<file path="config.mk">
export PLATFORM = sky130hd
export DESIGN_NAME = apb_fsm_controller
export DESIGN_NICKNAME = d
export VERILOG_FILES = /design/src/rtl/apb_fsm_controller.sv
export SDC_FILE = /design/constraint.sdc
export NUM_CORES = 1
export LEC_CHECK = 0
export CAP_MARGIN = 20
export CORE_AREA = 2 2 117 119
export CTS_CLUSTER_DIAMETER = 30
export DETAILED_ROUTE_END_ITERATION = 8
export DIE_AREA = 0 0 119 121
export PLACE_DENSITY = 0.72
export SYNTH_ARGS = -nofsm -noshare
export SYNTH_HDL_FRONTEND = slang
export SYNTH_SLANG_ARGS = --single-unit
</file>
<file path="constraint.sdc">
create_clock -name Hclk -period 1.4 [get_ports Hclk]
set_input_delay 0.28 -clock Hclk [delete_from_list [all_inputs] [get_ports Hclk]]
set_output_delay 0.28 -clock Hclk [all_outputs]
set_load 0.03 [all_outputs]
</file>
<file path="src/rtl/apb_fsm_controller.sv">
// APB sequencing state machine of the AHB-to-APB bridge.
// Drives SETUP/ENABLE phases for single, back-to-back and pipelined
// transfers, and stalls the AHB master through Hreadyout during SETUP.
//
// state    | meaning
// ---------+------------------------------------------------------------
// IDLE     | no APB transfer; ready for AHB
// WWAIT    | write accepted, waiting one cycle for Hwdata
// READ     | read SETUP phase
// WRITE    | write SETUP phase, no further transfer pending
// WRITEP   | write SETUP phase, another transfer pending
// RENABLE  | read ENABLE phase
// WENABLE  | write ENABLE phase, nothing pending
// WENABLEP | write ENABLE phase, pending transfer follows directly
module apb_fsm_controller (
    input  logic        Hclk,
    input  logic        Hresetn,
    input  logic        valid,
    input  logic        Hwrite,
    input  logic        Hwritereg,
    input  logic [31:0] Haddr,
    input  logic [31:0] Haddr1,
    input  logic [31:0] Haddr2,
    input  logic [31:0] Hwdata,
    input  logic [31:0] Hwdata1,
    input  logic [31:0] Hwdata2,
    input  logic [31:0] Prdata,
    input  logic [2:0]  tempselx,
    output logic        Pwrite,
    output logic        Penable,
    output logic [2:0]  Pselx,
    output logic [31:0] Paddr,
    output logic [31:0] Pwdata,
    output logic        Hreadyout
);

    localparam logic [2:0] ST_IDLE     = 3'd0;
    localparam logic [2:0] ST_WWAIT    = 3'd1;
    localparam logic [2:0] ST_READ     = 3'd2;
    localparam logic [2:0] ST_WRITE    = 3'd3;
    localparam logic [2:0] ST_WRITEP   = 3'd4;
    localparam logic [2:0] ST_RENABLE  = 3'd5;
    localparam logic [2:0] ST_WENABLE  = 3'd6;
    localparam logic [2:0] ST_WENABLEP = 3'd7;

    logic [2:0]  state_q, state_d;
    logic [31:0] paddr_q, paddr_d;
    logic [31:0] pwdata_q, pwdata_d;
    logic        pwrite_q, pwrite_d;
    logic [2:0]  pselx_q, pselx_d;
    logic        penable_q, penable_d;
    logic        hreadyout_q, hreadyout_d;

    // Delayed data copies and read data are routed by the bridge top, not here.
    logic unused_inputs;
    assign unused_inputs = ^{Hwdata1, Hwdata2, Prdata};

    // Next state and next registered output values.
    always_comb begin
        state_d     = state_q;
        paddr_d     = paddr_q;
        pwdata_d    = pwdata_q;
        pwrite_d    = pwrite_q;
        pselx_d     = 3'b000;
        penable_d   = 1'b0;
        hreadyout_d = 1'b1;
        case (state_q)
            ST_IDLE, ST_RENABLE, ST_WENABLE: begin
                if (valid && !Hwrite) begin
                    state_d     = ST_READ;
                    paddr_d     = Haddr;
                    pwrite_d    = 1'b0;
                    pselx_d     = tempselx;
                    hreadyout_d = 1'b0;
                end else if (valid) begin
                    state_d = ST_WWAIT;
                end else begin
                    state_d = ST_IDLE;
                end
            end
            ST_WWAIT: begin
                state_d     = valid ? ST_WRITEP : ST_WRITE;
                paddr_d     = Haddr1;
                pwdata_d    = Hwdata;
                pwrite_d    = 1'b1;
                pselx_d     = tempselx;
                hreadyout_d = 1'b0;
            end
            ST_READ: begin
                state_d   = ST_RENABLE;
                pselx_d   = pselx_q;
                penable_d = 1'b1;
            end
            ST_WRITE: begin
                state_d   = valid ? ST_WENABLEP : ST_WENABLE;
                pselx_d   = pselx_q;
                penable_d = 1'b1;
            end
            ST_WRITEP: begin
                state_d   = ST_WENABLEP;
                pselx_d   = pselx_q;
                penable_d = 1'b1;
            end
            ST_WENABLEP: begin
                // Hwritereg decides direction; valid only picks WRITE vs WRITEP.
                paddr_d     = Haddr2;
                pselx_d     = tempselx;
                hreadyout_d = 1'b0;
                if (Hwritereg) begin
                    state_d  = valid ? ST_WRITEP : ST_WRITE;
                    pwdata_d = Hwdata;
                    pwrite_d = 1'b1;
                end else begin
                    state_d  = ST_READ;
                    pwrite_d = 1'b0;
                end
            end
            default: begin
                state_d  = ST_IDLE;
                paddr_d  = 32'h0;
                pwdata_d = 32'h0;
                pwrite_d = 1'b0;
            end
        endcase
    end

    // State and output registers with synchronous active-high reset.
    always_ff @(posedge Hclk) begin
        if (Hresetn) begin
            state_q     <= ST_IDLE;
            paddr_q     <= 32'h0;
            pwdata_q    <= 32'h0;
            pwrite_q    <= 1'b0;
            pselx_q     <= 3'b000;
            penable_q   <= 1'b0;
            hreadyout_q <= 1'b1;
        end else begin
            state_q     <= state_d;
            paddr_q     <= paddr_d;
            pwdata_q    <= pwdata_d;
            pwrite_q    <= pwrite_d;
            pselx_q     <= pselx_d;
            penable_q   <= penable_d;
            hreadyout_q <= hreadyout_d;
        end
    end

    assign Pwrite    = pwrite_q;
    assign Penable   = penable_q;
    assign Pselx     = pselx_q;
    assign Paddr     = paddr_q;
    assign Pwdata    = pwdata_q;
    assign Hreadyout = hreadyout_q;

endmodule

</file>
==> out/qor.csv <==
metric;value;unit
synth_common_cells;dfxtp_1, nor2_1, nand2_1;
worst-endpoint-required;1.62;ns
ctsHoldBuffers;0;
peakVddDrop;0.752;mV
timing.rr.start;state_q[2];
ys_top_cells_by_area;dfxtp_1, a32o_1, nor3_2;
drv_cap;0;
ant_nets;0;
finalHoldViolCount;0;
path_depth;5;
synthCells;377;
cp_cell_sequence;or2_4, buf_12, o22ai_2, nand2_1, a32o_1;
die_h;121;um
yosysSeqAreaShare;0.417;
drive_above_1_share;0.239;
synth-async-reset-ratio;0;
grt_pass1_wl;18300;um
crit_arrival;1.64;ns
coreArea;0.0131;mm2
synthMuxAreaShare;0;
synthFlopType;dfxtp_1;
status;complete, but fails checks;
holdPathEnd;state_q[1];
rows;42;
hp-start;Hresetn;
r2r_end;Paddr[0];
hp-class;in -> reg;
io_buffers;205;
start_kind;register;
setup_viol;6;
wirelength;12200;um
dr.pass1.iters;4;
yosysMostFrequentCell;dfxtp_1;
reg2reg_depth;5;
vias;3723;
tightest_slew;0.397;ns
crit_slowest_cell;dfxtp_4;
grtUsageTotal;0.162;
relSlewSlack;0.735;
io_pins;302;
synthesis.area;0.00350;mm2
drtIter0Drc;184;
rsz0062_at_grt;true;
drc;0;
wl_per_cell;15.9;um
synth_compound_area_frac;0.259;
reg2reg_slack;-0.01;ns
synth_fa_ha_area_frac;0.00286;
leakage;2.65;nW
clkSinkCount;73;
clk_path_buf_depth;2;
synth_top_area_frac;0.417;
ys_seq_elements;73;
synth_simple_gate_area_frac;0.231;
grt_max_degree;33;
min_period_over_period;1.01;
h-tree-depth;3;
design.die.area;0.0144;mm2
crit_fanout;24;
yosys.area.top_type;dfxtp_1;
clk_latency;0.33;ns
numCtsBuffers;9;
antenna_found_initial;0;
max_freq;0.707;GHz
layout_min_cycle_time;1.41;ns
critPathKind;reg -> reg;
initial_utilization;0.268;
place_hpwl;8690;um
clk_pin_slew_worst_paths;0.06;ns
diodes;0;
fin_skew;0.00515;ns
critPathMaxStageDelay;0.36;ns
die_w;119;um
syn2layout_area_growth;79.0;%
synth_warnings;0;
endpoint_kind;register;
mappedNetlistNets;609;
avgViaCountPerCell;4.85;
grt_overflow_total;0;
cts_tree;yes;
synth_cell_types;34;
place.gp.congestion;0.766;
hold-path-cell-count;2;
synth-xor-area-share;0.00250;
fillCellCount;1228;
fin_ws;-0.0146;ns
ctsRootBufferMaster;clkbuf_16;
critPathTopFamily;compound AO/OA/AOI/OAI gates;
synth_top_family_by_area;compound AO/OA/AOI/OAI gates;
nNetsFinal;818;
power_density;2090;mW/mm2
syn_avg_cell_area;9.29;um2
hold_slack;0.303;ns
grt_pass1_vias;3797;
power.total;13.1;mW
violations;negative setup slack;
synth-edff-count;0;
maxSlewViolCount;0;
worst-path-buf-inv;1;
where the power goes:
| group | leakage, nW | internal, mW | total, mW | switching [mW] |
|---|---|---|---|---|
| clock network | 0.151 | 1.52 | 2.40 | 0.882 |
| registers | 0.602 | 2.92 | 3.33 | 0.416 |
| logic | 1.90 | 3.08 | 7.39 | 4.31 |
how the worst max path moves through the flow:
stage               slack [ns]    endpoint        from
global placement         -0.33  state_q[1]       valid
CTS                      -0.02  Pwdata[25]  state_q[2]
global route             -0.07  Pwdata[15]  state_q[1]
detailed placement       -0.35    Paddr[8]       valid
floorplan                -0.07  Pwdata[22]  state_q[1]
finish                   -0.01    Paddr[0]  state_q[2]
sequential cells by signal, indices dropped and copies added (netlist names):
name	flops
state_q	3
Pselx	3
Hreadyout	1
Paddr	32
Pwrite	1
Penable	1
Pwdata	32
area by class of cell:
cell class,count,area [um2],share of cell area
Inverter,1,3.75,0.000598
Multi-Input combinational cell,264,1910,0.305
Clock inverter,4,50.0,0.00798
Sequential cell,73,1470,0.234
Timing Repair Buffer,237,2350,0.375
Clock buffer,12,267,0.0425
Tap cell,176,220,0.0351
cells in the final DEF, fill, tap and decap left out, types with 5 or more instances in the layout:
master and count:
nor3_2 30, nand2_1 38, dfxtp_1 70, nor2_2 31, buf_4 22, a21o_1 34, a32o_1 32, clkdlybuf4s50_1 134
nor2_1 37, clkbuf_16 10, a21oi_1 5, dlygate4sd2_1 55, clkdlybuf4s15_1 14, o22ai_2 16, o22ai_1 16, buf_12 8
layer usage:
metal / part of all wire / track usage
met5: 0 / 0
met2: 0.50 / 0.288
met4: 0.017 / 0.0714
met1: 0.41 / 0.179
met3: 0.079 / 0.0470
worst reg2reg max path, delay by kind of cell, from the launching register on:
family,cells,cell delay (ns)
flops,1,0.36
compound gates,2,0.42
buf+inv,1,0.17
simple gates,2,0.36
cell families (layout without fill, tap and decap cells):
family | after synthesis | count (layout)
fa+ha+maj | 1 | 1
flops | 73 | 73
xor+xnor | 1 | 1
compound gates | 113 | 113
buf+inv | 40 | 254
simple gates | 149 | 149
per-stage QoR:
step	setup TNS [ns]	setup slack, ns	cells	instance area (um2)	util
after floorplan	-3.34	-0.0678	377	3560	-
after global placement	-20.35	-0.332	745	5810	0.444
after detailed placement	-21.61	-0.351	745	5810	0.444
after CTS	-0.134	-0.0207	765	6180	0.472
after global routing	-2.27	-0.0661	767	6270	0.479
final	-0.0264	-0.0146	767	6270	0.479
repair_timing:
item | in CTS | in global routing
buffers inserted | 3 | 1
resized for setup | 88 | 27
endpoints found under the setup margin | 136 | 82
endpoints found under the hold margin | 0 | 0
cloned | 1 | 1
pin swaps | 2 | 3
(Power assumes the default switching activity.)
